File: src/rtl/lfsr_gen_if.sv
// Control and observation bundle for lfsr_gen: stepping/load controls in,
// register contents and status pulses out.
interface lfsr_gen_if #(
    parameter int unsigned WIDTH  = 16,
    parameter int unsigned STEPS  = 1,
    parameter int unsigned PCNT_W = WIDTH + 1
);
    logic              en;
    logic              load;
    logic [WIDTH-1:0]  load_val;
    logic [WIDTH-1:0]  state;
    logic [STEPS-1:0]  out_bits;
    logic              wrap;
    logic [PCNT_W-1:0] period_cnt;
    logic              lock_err;

    modport master (
        output en, load, load_val,
        input  state, out_bits, wrap, period_cnt, lock_err
    );

    modport slave (
        input  en, load, load_val,
        output state, out_bits, wrap, period_cnt, lock_err
    );
endinterface

File: src/rtl/lfsr_gen.sv
// Parametrised Fibonacci/Galois LFSR with multi-step advance, seed load with
// all-zero lockup protection, and a saturating period counter with wrap pulse.
module lfsr_gen #(
    parameter int unsigned      WIDTH  = 16,
    parameter int unsigned      MODE   = 0,
    parameter logic [WIDTH-1:0] TAPS   = 16'hB400,
    parameter logic [WIDTH-1:0] GPOLY  = 16'h6801,
    parameter logic [WIDTH-1:0] SEED   = '1,
    parameter int unsigned      STEPS  = 1,
    parameter int unsigned      PCNT_W = WIDTH + 1
) (
    input logic       clk,
    input logic       rst,
    lfsr_gen_if.slave bus
);

    logic [WIDTH-1:0]  state_q;
    logic [WIDTH-1:0]  start_q;
    logic [STEPS-1:0]  bits_q;
    logic              wrap_q;
    logic [PCNT_W-1:0] cnt_q;
    logic              lock_q;

    logic [WIDTH-1:0]  walk;
    logic [WIDTH-1:0]  adv_state;
    logic [STEPS-1:0]  adv_bits;

    // All STEPS single steps are chained in one cycle; bit 0 holds the first shifted-out bit.
    always_comb begin
        walk     = state_q;
        adv_bits = '0;
        for (int unsigned k = 0; k < STEPS; k++) begin
            adv_bits[k] = walk[WIDTH-1];
            if (MODE == 0)
                walk = {walk[WIDTH-2:0], ^(walk & TAPS)};
            else
                walk = {walk[WIDTH-2:0], 1'b0} ^ (walk[WIDTH-1] ? GPOLY : '0);
        end
        adv_state = walk;
    end

    always_ff @(posedge clk or posedge rst) begin
        if (rst) begin
            state_q <= SEED;
            start_q <= SEED;
            bits_q  <= '0;
            wrap_q  <= 1'b0;
            cnt_q   <= '0;
            lock_q  <= 1'b0;
        end else begin
            wrap_q <= 1'b0;
            lock_q <= 1'b0;
            if (bus.load) begin
                cnt_q  <= '0;
                bits_q <= '0;
                // A zero state would lock up the register, so fall back to SEED instead.
                if (bus.load_val == '0) begin
                    state_q <= SEED;
                    start_q <= SEED;
                    lock_q  <= 1'b1;
                end else begin
                    state_q <= bus.load_val;
                    start_q <= bus.load_val;
                end
            end else if (bus.en) begin
                state_q <= adv_state;
                bits_q  <= adv_bits;
                if (adv_state == start_q) begin
                    wrap_q <= 1'b1;
                    cnt_q  <= '0;
                end else if (cnt_q != '1) begin
                    cnt_q <= cnt_q + 1'b1;
                end
            end
        end
    end

    assign bus.state      = state_q;
    assign bus.out_bits   = bits_q;
    assign bus.wrap       = wrap_q;
    assign bus.period_cnt = cnt_q;
    assign bus.lock_err   = lock_q;

endmodule

File: src/flat_wrapper.sv
// flat-port wrapper written by rule: the top's interface ports become plain ports
module lfsr_gen_flat 
#(
    parameter int unsigned      WIDTH  = 16,
    parameter int unsigned      MODE   = 0,
    parameter logic [WIDTH-1:0] TAPS   = 16'hB400,
    parameter logic [WIDTH-1:0] GPOLY  = 16'h6801,
    parameter logic [WIDTH-1:0] SEED   = '1,
    parameter int unsigned      STEPS  = 1,
    parameter int unsigned      PCNT_W = WIDTH + 1
)
  (clk, rst, bus_en, bus_load, bus_load_val, bus_state, bus_out_bits, bus_wrap, bus_period_cnt, bus_lock_err);
  lfsr_gen_if #(.WIDTH(WIDTH), .STEPS(STEPS), .PCNT_W(PCNT_W)) bus_i ();
  input logic clk;
  input logic rst;
  input wire logic [$bits(bus_i.en)-1:0] bus_en;
  input wire logic [$bits(bus_i.load)-1:0] bus_load;
  input wire logic [$bits(bus_i.load_val)-1:0] bus_load_val;
  output wire logic [$bits(bus_i.state)-1:0] bus_state;
  output wire logic [$bits(bus_i.out_bits)-1:0] bus_out_bits;
  output wire logic [$bits(bus_i.wrap)-1:0] bus_wrap;
  output wire logic [$bits(bus_i.period_cnt)-1:0] bus_period_cnt;
  output wire logic [$bits(bus_i.lock_err)-1:0] bus_lock_err;
  assign bus_i.en = bus_en;
  assign bus_i.load = bus_load;
  assign bus_i.load_val = bus_load_val;
  assign bus_state = bus_i.state;
  assign bus_out_bits = bus_i.out_bits;
  assign bus_wrap = bus_i.wrap;
  assign bus_period_cnt = bus_i.period_cnt;
  assign bus_lock_err = bus_i.lock_err;
  lfsr_gen #(.WIDTH(WIDTH), .MODE(MODE), .TAPS(TAPS), .GPOLY(GPOLY), .SEED(SEED), .STEPS(STEPS), .PCNT_W(PCNT_W)) u_core (.clk(clk), .rst(rst), .bus(bus_i));
endmodule
File: config.mk
export PLATFORM = sky130hd
export DESIGN_NAME = lfsr_gen_flat
export DESIGN_NICKNAME = d
export VERILOG_FILES = /design/src/rtl/lfsr_gen_if.sv /design/src/rtl/lfsr_gen.sv /design/src/flat_wrapper.sv
export SDC_FILE = /design/constraint.sdc
export NUM_CORES = 1
export LEC_CHECK = 0
export ABC_AREA = 1
export BUFFER_PORTS_ARGS = -buffer_cell sky130_fd_sc_hd__buf_2
export CAP_MARGIN = 20
export CORE_AREA = 8 8 84 86
export DETAILED_ROUTE_END_ITERATION = 8
export DIE_AREA = 0 0 92 94
export PLACE_DENSITY_LB_ADDON = 0.08
export SYNTH_ARGS = -nofsm -noshare
export SYNTH_HDL_FRONTEND = slang
export SYNTH_SLANG_ARGS = --single-unit
File: constraint.sdc
create_clock -name clk -period 2.2 [get_ports clk]
set_clock_uncertainty 0.1 [all_clocks]
set_input_delay 0 -clock clk [delete_from_list [all_inputs] [get_ports clk]]
set_output_delay 0 -clock clk [all_outputs]
set_load 0.01 [all_outputs]
After elaboration in Yosys (flattened, before gate mapping)
Cells that the tools add are included.
- register bits: 52
- output and inout port bits: 36
- word-level logic and storage cells: 28
- add/subtract/negate cells: 1
- equality and inequality tests: 2
- muxes and demuxes: 14
- reductions and logical operators: 5
- operators with widths (operator ; number):
    2-to-1 mux 17 bit ; 4
    2-to-1 mux 16 bit ; 3
    adder 17 x 1 -> 17 bit, second input constant ; 1
    != test 17 bit, second input constant ; 1
    == test 16 bit ; 1
    logical NOT 16 bit ; 1
    parity 16 bit ; 1
    2-to-1 mux 1 bit ; 7
    nonzero test 3 bit ; 1
    AND reduction 2 bit ; 1
    nonzero test 2 bit ; 1

Logic depth before layout (Yosys ltp)
- word-level depth: 5
- depth in mapped cells: 13
- depth with buffers taken out: 12

Least setup slack after synthesis
No wires, ideal clock.
- path type: reg2reg
- start: register u_core.cnt_q[0] (netlist: u_core.bus.period_cnt[0])
- end: register u_core.cnt_q[0] (netlist: u_core.bus.period_cnt[0])
- data arrival time: 1.993 ns
- setup slack: 0.042 ns
- stages on the path, launching flop included: 14
- buffers on the path: 1
- clock period less this slack: 2.158 ns
- path through: dfrtp_1 ha_1 nand3_1 inv_1 nand4_1 nor3_1 ha_1 inv_1 nor2_1 nand2_1 nand2_2 buf_6 nand2_1 nand2_1
- longest elaborated chain between the ends: 5
- elaborated cells on any way between the ends: 8
- RTL lines (element ; RTL line ; text):
    start, declared ; lfsr_gen.sv:21 ; logic [PCNT_W-1:0] cnt_q;
    start signal, assigned ; lfsr_gen.sv:72 ; cnt_q <= cnt_q + 1'b1;
    adder 17 x 1 -> 17 bit ; lfsr_gen.sv:72 ;
    2-to-1 mux 17 bit ; lfsr_gen.sv:71 ; end else if (cnt_q != '1) begin
    2-to-1 mux 17 bit ; lfsr_gen.sv:68 ; if (adv_state == start_q) begin
    2-to-1 mux 17 bit ; lfsr_gen.sv:65 ; end else if (bus.en) begin
    2-to-1 mux 17 bit ; lfsr_gen.sv:53 ; if (bus.load) begin
Several ways; a longest one is shown, not always the timed one. The select of a mux whose other input is x is not followed.
A chain may end at the register's enable or synchronous reset.

Worst setup path in the final report
- start: register u_core.cnt_q[11] (netlist: u_core.bus.period_cnt[11])
- end: register u_core.cnt_q[13] (netlist: u_core.bus.period_cnt[13])
The elaborated chain is that of the path after synthesis.

==> impl_metrics.env <==
export IMPL_status="complete, no violations"
export IMPL_synth_top_area_frac=0.273
export IMPL_finalCritPeriodShare=0.915
export IMPL_wl_um=8080
export IMPL_htreeDepth=2
export IMPL_period_needed_ps=2010
export IMPL_timing_fmax_mhz=497
export IMPL_fin_area_um2=3850
export IMPL_synthCells=440
export IMPL_ys_warnings_count=0
export IMPL_drt_iter0_markers=163
export IMPL_synth_seq_area_share=0.435
export IMPL_gp_congestion=0.814
export IMPL_grt_max_degree=53
export IMPL_die_x_um=92
export IMPL_end_kind="register"
export IMPL_slew_violations=0
export IMPL_cp_arrival_ps=2110
export IMPL_cts_sinks=52
export IMPL_synth_area_top_cells="dfstp_2, nand2_1, dfrtp_1, inv_1, nand3_1"
export IMPL_drc=0
export IMPL_placementRows=28
export IMPL_vias_per_cell=4.99
export IMPL_setup_tns_ps=0
export IMPL_required_ps=2300
export IMPL_maxCapViolCount=0
export IMPL_relSlewSlack=0.772
export IMPL_die_area_um2=8650
export IMPL_hold_violations=0
export IMPL_finalPower_mw=2.21
export IMPL_num_antenna_cells=0
export IMPL_drtAntennaViolNets=0
export IMPL_p_leak_nw=2.09
export IMPL_yosys_top_cells_count="nand2_1, inv_1, nor2_1, dfstp_2, nand3_1"
export IMPL_vias=3001
export IMPL_synth_distinct_cells=29
export IMPL_synthToLayoutAreaGrowth_pct=24.8
export IMPL_drtPass1Iterations=4
export IMPL_syn_mean_instance_area_um2=7.00
export IMPL_crit_type="register to register"
export IMPL_grt_pass1_vias=3058
export IMPL_dp_cells=574
export IMPL_port_buffer_count=55
export IMPL_grt_overflow=0
export IMPL_worst_pin_slew_ps=342
export IMPL_grtUsageTotal=0.200
export IMPL_nets=548
export IMPL_async_flop_share=1.00
export IMPL_synth_top_area_cell="dfstp_2"
export IMPL_clk_latency_ps=310
export IMPL_antenna_found_initial=0
export IMPL_drive_gt1_frac=0.235
export IMPL_yosysMostFrequentCell="nand2_1"
export IMPL_dp_hpwl_um=5670
export IMPL_setup_viol=0
export IMPL_vdd_ir_drop_max_mv=0.362
export IMPL_cts_root_buf="clkbuf_8"
export IMPL_rsz0062_at_grt="no"
export IMPL_core_area_um2=5750
export IMPL_worst_r2r_setup_slack_ps=190
export IMPL_clk_path_buf_depth=2
export IMPL_whs_ps=22.9
export IMPL_die_h_um=94
export IMPL_clkTransAtPathRegs_ps=100
export IMPL_ys_seq_elements=52
export IMPL_instances_no_fill=602
export IMPL_netlist_area_um2=3080
export IMPL_cts_tree="yes"
export IMPL_powerDensity_nw_per_um2=575
export IMPL_wl_per_cell_um=13.4
export IMPL_grt_pass1_wl_um=14200
export IMPL_hold_class="primary input to register"
export IMPL_worstSetupStartpointType="register"
export IMPL_crit_fanout=17
export IMPL_start_util=0.536
export IMPL_cts_buffers=5
export IMPL_synth_edf_count=0
export IMPL_syn_num_nets=462
export IMPL_io_pins=56
export IMPL_place_area_um2=3540
export IMPL_synth_main_ff_cell="dfstp_2"
## cells by family (layout without fill, tap and decap cells)
family	after synthesis	after routing	share of synthesized area
buf+inv	70	157	0.0918
compound gates	34	34	0.0686
flops	52	52	0.435
simple gates	268	268	0.356
xor+xnor	14	14	0.0398
fa+ha+maj	2	2	0.00812
## power breakdown
part           total (mW)  switching [mW]  internal (mW)
sequential           1.14          0.0693           1.07
combinational       0.452           0.264          0.188
clock               0.617           0.325          0.293
total                2.21           0.658           1.55
## area by class of cell
class | instances | area, um^2
fillers | 505 | 1900
inverters | 56 | 210
repair buffers | 93 | 631
multi-input cells | 318 | 1470
clock buffers | 7 | 97.6
flip-flops and latches | 52 | 1340
well taps | 75 | 93.8
clock inverters | 1 | 5.00
## metal layers
metal | up-vias | share of wire | GRT usage
met5 | - | 0 | 0
met3 | 9 | 0.040 | 0.0392
li1 | 1524 | - | -
met1 | 1416 | 0.43 | 0.237
met4 | 0 | 0.010 | 0.0470
met2 | 52 | 0.52 | 0.364
## state kept, by name (all words and copies together), names as in the netlist
signal	cells
u_core.bus.period_cnt	17
u_core.bus.state	16
u_core.start_q	16
u_core.bus.lock_err	1
u_core.bus.out_bits	1
u_core.bus.wrap	1
## placed cells by master, fill, tap and decap left out, drive strengths merged, types with 11 or more instances in the layout
cell / Yosys / layout
inv: 55 / 55
dfstp: 32 / 32
nand2: 184 / 184
buf: 5 / 75
nor2: 39 / 39
o21ai: 21 / 21
dfrtp: 20 / 20
o211ai: 11 / 11
nand3: 31 / 31
dlygate4sd3: 0 / 18
## per-stage QoR
stage,worst slack [ps],utilization
global route,7.77,0.669
floorplan,42.4,-
detailed placement,157,0.616
CTS,129,0.665
global placement,196,0.616
finish,187,0.669
## repair_timing
| item | in CTS | in global routing |
|---|---|---|
| hold buffers | 18 | 0 |
| setup buffers | 0 | 2 |
| setup endpoints to repair | 0 | 17 |
| gates resized for setup | 0 | 2 |
| endpoints found under the hold margin | 84 | 0 |
## path summary, 6_finish.rpt
path	from	to	cells past startpoint
worst max-delay path	u_core.bus.period_cnt[11]	u_core.bus.period_cnt[13]	13
worst min-delay path	bus_load	u_core.bus.period_cnt[10]	4
worst max register to register	u_core.bus.period_cnt[11]	u_core.bus.period_cnt[13]	13
worst min register to register	u_core.bus.state[4]	u_core.bus.state[4]	2
max in group asynchronous	rst	u_core.start_q[5]	4
min in group asynchronous	rst	u_core.bus.lock_err	4
## worst max-delay path, stage by stage, from the launching register on
cell     delay [ps]
dfrtp_1         380
inv_1            80
nor3_1          180
buf_4           150
nand4_1         110
nor3_2          130
ha_1            150
inv_1            30
nor2_1          110
buf_4           140
a21oi_4          60
buf_12          160
nand2_1          60
nand2_1          50
Power figures use the tool's default switching activity.
